`config.mk`:
```
export PLATFORM = sky130hd
export DESIGN_NAME = eq_search_ctrl
export DESIGN_NICKNAME = d
export VERILOG_FILES = /design/src/rtl/eq_search_pkg.sv /design/src/rtl/eq_cmp.sv /design/src/rtl/eq_search_ctrl.sv
export SDC_FILE = /design/constraint.sdc
export NUM_CORES = 1
export LEC_CHECK = 0
export BUFFER_PORTS_ARGS = -buffer_cell sky130_fd_sc_hd__clkbuf_2
export CAP_MARGIN = 40
export CELL_PAD_IN_SITES_DETAIL_PLACEMENT = 1
export CELL_PAD_IN_SITES_GLOBAL_PLACEMENT = 1
export CORE_UTILIZATION = 35
export DETAILED_ROUTE_END_ITERATION = 12
export PLACE_DENSITY = 0.72
export SETUP_SLACK_MARGIN = 0.02
export SLEW_MARGIN = 10
export SYNTH_ARGS = -nofsm -noshare
export SYNTH_HDL_FRONTEND = slang
export SYNTH_SLANG_ARGS = --single-unit
```
`constraint.sdc`:
```
create_clock -name clk -period 2.7 [get_ports clk]
set_input_delay 0.405 -clock clk [delete_from_list [all_inputs] [get_ports clk]]
set_output_delay 0.405 -clock clk [all_outputs]
set_load 0.02 [all_outputs]
```
`src/rtl/eq_search_pkg.sv`:
```
// eq_search_pkg: shared FSM state type and default geometry for the equality search engine.
`default_nettype none
package eq_search_pkg;

  localparam int DEF_WIDTH = 4;
  localparam int DEF_DEPTH = 8;

  typedef enum logic [1:0] {
    IDLE = 2'd0,
    SCAN = 2'd1,
    DONE = 2'd2
  } state_t;

endpackage
`default_nettype wire

```
`src/rtl/eq_cmp.sv`:
```
// eq_cmp: combinational WIDTH-bit exact equality comparator.
`default_nettype none
module eq_cmp #(
  parameter int WIDTH = 4
) (
  input  logic [WIDTH-1:0] a,
  input  logic [WIDTH-1:0] b,
  output logic             eq
);

  assign eq = (a == b);

endmodule
`default_nettype wire

```
`src/rtl/eq_search_ctrl.sv`:
```
// eq_search_ctrl: tagged-value table searched one entry per cycle through a single
// shared comparator; returns hit flag and lowest matching index over valid/ready.
`default_nettype none
module eq_search_ctrl
  import eq_search_pkg::*;
#(
  parameter int WIDTH = DEF_WIDTH,
  parameter int DEPTH = DEF_DEPTH
) (
  input  logic                     clk,
  input  logic                     rst_n,
  input  logic                     wr_en,
  input  logic                     clr_en,
  input  logic [$clog2(DEPTH)-1:0] wr_idx,
  input  logic [WIDTH-1:0]         wr_data,
  input  logic                     search_valid,
  output logic                     search_ready,
  input  logic [WIDTH-1:0]         search_key,
  output logic                     result_valid,
  input  logic                     result_ready,
  output logic                     result_hit,
  output logic [$clog2(DEPTH)-1:0] result_idx,
  output logic                     busy
);

  localparam int IDX_W = $clog2(DEPTH);
  localparam logic [IDX_W-1:0] LAST_IDX = IDX_W'(DEPTH - 1);

  state_t             state, state_nxt;
  logic [WIDTH-1:0]   mem [DEPTH];
  logic [DEPTH-1:0]   vld;
  logic [WIDTH-1:0]   key;
  logic [IDX_W-1:0]   ptr;
  logic               hit;
  logic [IDX_W-1:0]   idx;
  logic               eq;
  logic               match;
  logic               last;

  eq_cmp #(.WIDTH(WIDTH)) u_cmp (
    .a  (mem[ptr]),
    .b  (key),
    .eq (eq)
  );

  // Invalid entries must never match even when stale data equals the key.
  assign match = vld[ptr] && eq;
  assign last  = (ptr == LAST_IDX);

  always_comb begin
    state_nxt = state;
    case (state)
      IDLE:    if (search_valid)          state_nxt = SCAN;
      SCAN:    if (match || last)         state_nxt = DONE;
      DONE:    if (result_ready)          state_nxt = IDLE;
      default:                            state_nxt = IDLE;
    endcase
  end

  always_ff @(posedge clk) begin
    if (!rst_n) begin
      state <= IDLE;
      vld   <= '0;
      key   <= '0;
      ptr   <= '0;
      hit   <= 1'b0;
      idx   <= '0;
      for (int i = 0; i < DEPTH; i++) begin
        mem[i] <= '0;
      end
    end else begin
      state <= state_nxt;
      if (wr_en) begin
        mem[wr_idx] <= wr_data;
        vld[wr_idx] <= 1'b1;
      end else if (clr_en) begin
        vld[wr_idx] <= 1'b0;
      end
      case (state)
        IDLE: begin
          if (search_valid) begin
            key <= search_key;
            ptr <= '0;
          end
        end
        SCAN: begin
          if (match) begin
            hit <= 1'b1;
            idx <= ptr;
          end else if (last) begin
            hit <= 1'b0;
            idx <= '0;
          end else begin
            ptr <= ptr + IDX_W'(1);
          end
        end
        default: ;
      endcase
    end
  end

  assign search_ready = (state == IDLE);
  assign result_valid = (state == DONE);
  assign busy         = (state != IDLE);
  assign result_hit   = hit;
  assign result_idx   = idx;

endmodule
`default_nettype wire

```
==> results of run 1 <==
==> through the flow <==
stage	cell area [um2]	setup WS, ns	power [uW]	hold WS (ns)	instances
after floorplan	2680	0.522	1160	0.448	230
final	3000	0.288	1760	0.313	353
after global placement	2880	0.419	1210	0.458	345
after detailed placement	2880	0.314	1220	0.470	345
after global routing	3000	0.154	1830	0.312	353
after CTS	3000	0.292	1780	0.305	353
==> per-layer routing <==
layer,vias to the layer above,wire [um],track usage [%]
li1,874,-,-
met1,875,2720,21.1
met2,21,2970,27.1
met3,5,122,3.32
met4,0,85,5.63
met5,-,0,0
==> cells in the mapped netlist (all sizes together) <==
master,n
a21oi,6
a22oi,8
a31oi,1
and2,34
and3,1
and3b,2
buf,3
clkbuf,6
dfxtp,24
edfxtp,32
ha,2
inv,6
mux2i,17
mux4,7
nand2,24
nand2b,8
nand3,4
nand3b,2
nor2,10
nor2b,7
nor3,4
nor3b,3
nor4,2
o2111ai,2
o21a,4
o21ai,1
o41ai,4
or2,1
or4,2
xor2,3
==> layout make-up <==
| cell class | instances | area [um2] | share of cell area [%] |
|---|---|---|---|
| tap | 99 | 124 | 4.13 |
| clock buffer | 5 | 68.8 | 2.30 |
| clock inverter | 3 | 47.5 | 1.59 |
| multi-input combinational | 159 | 1160 | 38.8 |
| sequential | 56 | 1440 | 48.1 |
| timing repair buffer | 25 | 130 | 4.34 |
| inverter | 6 | 22.5 | 0.751 |
==> final timing paths <==
kind,endpoint,slack (ns),startpoint,cells after the start
max reg2reg,result_idx[0],0.29,flip-flop,7
max,result_idx[0],0.29,flip-flop,7
min,key[1],0.31,search_key[1],3
min reg2reg,result_idx[2],0.48,result_idx[2],2
==> cell families after synthesis <==
kind of cell	Yosys count	share of synthesized area (%)
AND/OR/NAND/NOR	104	22.2
flip-flops	56	53.7
AO/OA/AOI/OAI	26	7.00
multiplexers	24	12.2
buffers and inverters	15	2.89
XOR/XNOR	3	0.980
adder cells (fa/ha/maj)	2	0.933
==> worst max-delay path, delay by kind of cell (launching register included) <==
family                    cells  cell delay [ns]
buffers and inverters         1             0.25
and+or+nand+nor               2             0.54
muxes                         3             0.98
DFF                           1             0.32
xor gates and xnor gates      1             0.24
==> layout by cell type, fill, tap and decap left out, types with 2 or more instances in the layout <==
cell type  netlist  final
a21oi_1          5      5
a22oi_1          8      8
and2_1          34     34
and3b_1          2      2
buf_4            1      2
clkbuf_2         0     23
clkbuf_8         0      5
clkinv_4         0      2
dfxtp_1         24     24
edfxtp_1        32     32
ha_1             2      2
inv_1            6      6
mux2i_1         17     17
mux4_2           7      7
nand2_1         23     23
nand2b_1         8      8
nand3_1          3      3
nand3b_1         2      2
nor2_1          10     10
nor2b_1          7      7
nor3_1           4      4
nor3b_1          3      3
o2111ai_1        2      2
o21a_1           4      4
o41ai_1          4      4
or4_1            2      2
xor2_1           3      3
==> power by group through the flow <==
stage / clock, uW / sequential [uW] / combinational, uW
2_1_floorplan: 0 / 983 / 179
3_3_place_gp: 0 / 996 / 219
3_5_place_dp: 0 / 996 / 227
4_1_cts: 573 / 977 / 229
5_1_grt: 596 / 982 / 248
6_report: 561 / 976 / 226
==> results.sh, run 1 <==
export IMPL_clock_sinks=56
export IMPL_cp_slowest_cell="mux4_2"
export IMPL_worstSetupEndpointType="flip-flop"
export IMPL_power_switching_uw=441
export IMPL_cts_root_buffer="clkbuf_8"
export IMPL_synth_warnings=0
export IMPL_synth_cell_type_count=36
export IMPL_cts_resized=0
export IMPL_finalSetupViolCount=0
export IMPL_rows=31
export IMPL_p_leak_uw=0.00111
export IMPL_htreeDepth=2
export IMPL_vias=1775
export IMPL_peakVddDrop_mv=0.274
export IMPL_post_cts_buffers=0
export IMPL_track_usage_pct=16.3
export IMPL_combPwrFrac_pct=12.8
export IMPL_ctsHoldBuffers=0
export IMPL_dieArea_um2=8020
export IMPL_slew_headroom_pct=61.9
export IMPL_initial_core_util_pct=36.6
export IMPL_drive_gt1_share_pct=17.3
export IMPL_max_stage_delay_ns=0.54
export IMPL_clk_pin_slew_ns=0.10
export IMPL_worst_slew_pin_transition_ns=0.568
export IMPL_maxSlewViolCount=0
export IMPL_post_synth_top_area_fraction_pct=35.8
export IMPL_fin_util_pct=40.9
export IMPL_syn_area_per_cell_um2=11.7
export IMPL_cp_cell_sequence="buf_4 > mux4_2 > mux2i_1 > xor2_1 > nand3_2 > nor4_4 > mux2i_1"
export IMPL_final_nets=272
export IMPL_grt_ovfl_total=0
export IMPL_n_antenna_cell=0
export IMPL_cts_made_buffers=5
export IMPL_grt_pass1_vias=1782
export IMPL_yosysTopAreaCell="edfxtp_1"
export IMPL_internal_power_uw=1320
export IMPL_die_x_um=89.5
export IMPL_arrival_ns=2.65
export IMPL_finalClockSkew_ns=0.00590
export IMPL_power_per_cell_area_nw_per_um2=588
export IMPL_areaGrowthSynthToFinish_pct=11.8
export IMPL_switching_share_pct=25.0
export IMPL_critPathKind="flip-flop to flip-flop"
export IMPL_fp_coreArea_um2=7330
export IMPL_finalCriticalPeriod_ns=2.41
export IMPL_min_path_type="input port to flip-flop"
export IMPL_p_seq_share_pct=55.3
export IMPL_max_freq_mhz=415
export IMPL_status="finished, final reports clean"
export IMPL_grt_pass1_wl_mm=9.40
export IMPL_rsz0062_at_grt="false"
export IMPL_ys_seq_elements=56
export IMPL_dp_hpwl_mm=4.40
export IMPL_final_antenna_net_count=0
export IMPL_port_buffers=23
export IMPL_netlist_area_um2=2680
export IMPL_tns_ns=0
export IMPL_synth_area_leaders="edfxtp_1 36%, dfxtp_1 18%, and2_1 7.9%"
export IMPL_synthCells=230
export IMPL_routed_wl_mm=5.89
export IMPL_wl_per_cell_um=16.7
export IMPL_crit_top_cell="mux2i_1"
export IMPL_hold_violations=0
export IMPL_via_per_inst=5.03
export IMPL_nFillCells=825
export IMPL_drc=0
export IMPL_maxCapViolCount=0
export IMPL_drtIter0Drc=48
export IMPL_cp_required_ns=2.94
export IMPL_power_share_clock_pct=31.8
export IMPL_cp_max_fo=14
export IMPL_insertion_delay_ns=0.31
export IMPL_start_kind="flip-flop"
export IMPL_ys_seq_area_share_pct=53.7
export IMPL_gp_congestion=0.778
export IMPL_min_period_over_period_pct=89.3
export IMPL_io_pins=24
export IMPL_cts_buffer_depth=2
export IMPL_synth_fp_nets=249
export IMPL_antenna_found_initial=0
export IMPL_grt_max_degree=22
export IMPL_cts_tree="built"
export IMPL_first_pass_iters=4
export IMPL_die_y_um=89.5
Power figures use the tool's default switching activity.
==> run 2, diff against run 1 <==
--- a/config.mk
+++ b/config.mk
@@ -11,7 +11,7 @@
 export CELL_PAD_IN_SITES_GLOBAL_PLACEMENT = 1
 export CORE_UTILIZATION = 35
 export DETAILED_ROUTE_END_ITERATION = 12
-export PLACE_DENSITY = 0.72
+export PLACE_DENSITY = 0.69
 export SETUP_SLACK_MARGIN = 0.02
 export SLEW_MARGIN = 10
 export SYNTH_ARGS = -nofsm -noshare
==> results.sh, run 2 (same netlist as run 1, synthesis figures left out) <==
export IMPL_track_usage_pct=15.6
export IMPL_grt_pass1_wl_mm=8.94
export IMPL_power_switching_uw=446
export IMPL_grt_ovfl_total=0
export IMPL_arrival_ns=2.60
export IMPL_clock_sinks=56
export IMPL_die_y_um=89.5
export IMPL_port_buffers=23
export IMPL_min_period_over_period_pct=88.9
export IMPL_htreeDepth=2
export IMPL_critPathKind="flip-flop to flip-flop"
export IMPL_nFillCells=794
export IMPL_io_pins=24
export IMPL_vias=1720
export IMPL_routed_wl_mm=5.73
export IMPL_grt_pass1_vias=1764
export IMPL_fin_util_pct=40.9
export IMPL_max_stage_delay_ns=0.54
export IMPL_rows=31
export IMPL_drive_gt1_share_pct=17.3
export IMPL_peakVddDrop_mv=0.250
export IMPL_internal_power_uw=1320
export IMPL_power_per_cell_area_nw_per_um2=590
export IMPL_grt_max_degree=22
export IMPL_p_seq_share_pct=55.2
export IMPL_finalCriticalPeriod_ns=2.40
export IMPL_drc=0
export IMPL_cts_tree="built"
export IMPL_post_cts_buffers=0
export IMPL_multiInputGateArea_um2=1160
export IMPL_layout_common_cells="34 x and2_1, 32 x edfxtp_1, 24 x dfxtp_1"
export IMPL_total_power_uw=1770
export IMPL_regArea_um2=1440
export IMPL_worstSetupEndpointType="flip-flop"
export IMPL_cts_root_buffer="clkbuf_8"
export IMPL_start_kind="flip-flop"
export IMPL_cp_slowest_cell="mux4_2"
export IMPL_placed_area_um2=2880
export IMPL_clk_pin_slew_ns=0.10
export IMPL_final_antenna_net_count=0
export IMPL_power_share_clock_pct=32.1
export IMPL_combPwrFrac_pct=12.7
export IMPL_final_common_cell="and2_1"
export IMPL_p_leak_uw=0.00111
export IMPL_n_antenna_cell=0
export IMPL_cts_buffer_depth=2
export IMPL_cp_cell_sequence="buf_4 > mux4_2 > mux2i_1 > xor2_1 > nand3_2 > o21a_1 > o41ai_1"
export IMPL_insertion_delay_ns=0.31
export IMPL_via_per_inst=4.87
export IMPL_die_x_um=89.5
export IMPL_cts_resized=0
export IMPL_initial_core_util_pct=36.6
export IMPL_status="finished, final reports clean"
export IMPL_areaGrowthSynthToFinish_pct=11.8
export IMPL_final_nets=272
export IMPL_first_pass_iters=4
export IMPL_max_freq_mhz=417
export IMPL_cp_required_ns=2.90
export IMPL_worst_slew_pin_transition_ns=0.519
export IMPL_antenna_found_initial=0
export IMPL_rsz0062_at_grt="false"
export IMPL_cts_made_buffers=5
export IMPL_wl_per_cell_um=16.2
export IMPL_finish_instance_area_um2=3000
export IMPL_slew_headroom_pct=65.2
export IMPL_maxCapViolCount=0
export IMPL_gp_congestion=0.778
export IMPL_finalClockSkew_ns=0.00803
export IMPL_dp_hpwl_mm=4.28
export IMPL_finalSetupViolCount=0
export IMPL_switching_share_pct=25.2
export IMPL_drtIter0Drc=39
export IMPL_fp_coreArea_um2=7330
export IMPL_min_path_type="input port to flip-flop"
export IMPL_hold_violations=0
export IMPL_cp_max_fo=14
export IMPL_tns_ns=0
export IMPL_dieArea_um2=8020
export IMPL_maxSlewViolCount=0
export IMPL_ctsHoldBuffers=0
==> run 2: cell counts in the layout (fill, tap and decap cells not counted) <==
No cell type changed its count.
==> run 2: metal layers <==
layer | vias to the layer above | global-route usage (%) | wire [um]
li1 | 873 | - | -
met1 | 824 | 19.8 | 2750
met2 | 19 | 26.6 | 2790
met3 | 4 | 2.77 | 104
met4 | 0 | 5.63 | 83
met5 | - | 0 | 0
==> run 2: path summary, 6_finish.rpt <==
check             slack [ns]          start       endpoint  depth (start not counted)
setup / recovery        0.30      flip-flop      flip-flop                          7
hold / removal          0.31  search_key[2]         key[2]                          3
setup reg to reg        0.30      flip-flop      flip-flop                          7
hold reg to reg         0.48  result_idx[1]  result_idx[1]                          2
==> run 2: layout make-up <==
class / count / area share, %
Sequential cell: 56 / 48.1
Clock inverter: 3 / 1.59
Clock buffer: 5 / 2.30
Tap cell: 99 / 4.13
Timing Repair Buffer: 25 / 4.34
Inverter: 6 / 0.751
Multi-Input combinational cell: 159 / 38.8
==> run 2: worst max-delay path, delay by kind of cell, from the launching register on <==
| family | cells | cell delay, ns |
|---|---|---|
| AO/OA/AOI/OAI | 2 | 0.60 |
| XOR/XNOR | 1 | 0.23 |
| buffers and inverters | 1 | 0.25 |
| flip-flops | 1 | 0.32 |
| multiplexers | 2 | 0.71 |
| AND/OR/NAND/NOR | 1 | 0.18 |
==> run 2: stage by stage <==
step | cells | worst slack [ns] | hold WS, ns
2_1_floorplan | 230 | 0.522 | 0.448
3_3_place_gp | 345 | 0.410 | 0.459
3_5_place_dp | 345 | 0.342 | 0.468
4_1_cts | 353 | 0.282 | 0.304
5_1_grt | 353 | 0.158 | 0.316
6_report | 353 | 0.300 | 0.312
==> run 2: power groups by stage <==
stage               combinational [uW]  clock [uW]  sequential, uW
finish                             224         569             976
detailed placement                 226           0             996
global placement                   221           0             996
CTS                                228         578             977
floorplan                          179           0             983
global route                       246         600             982
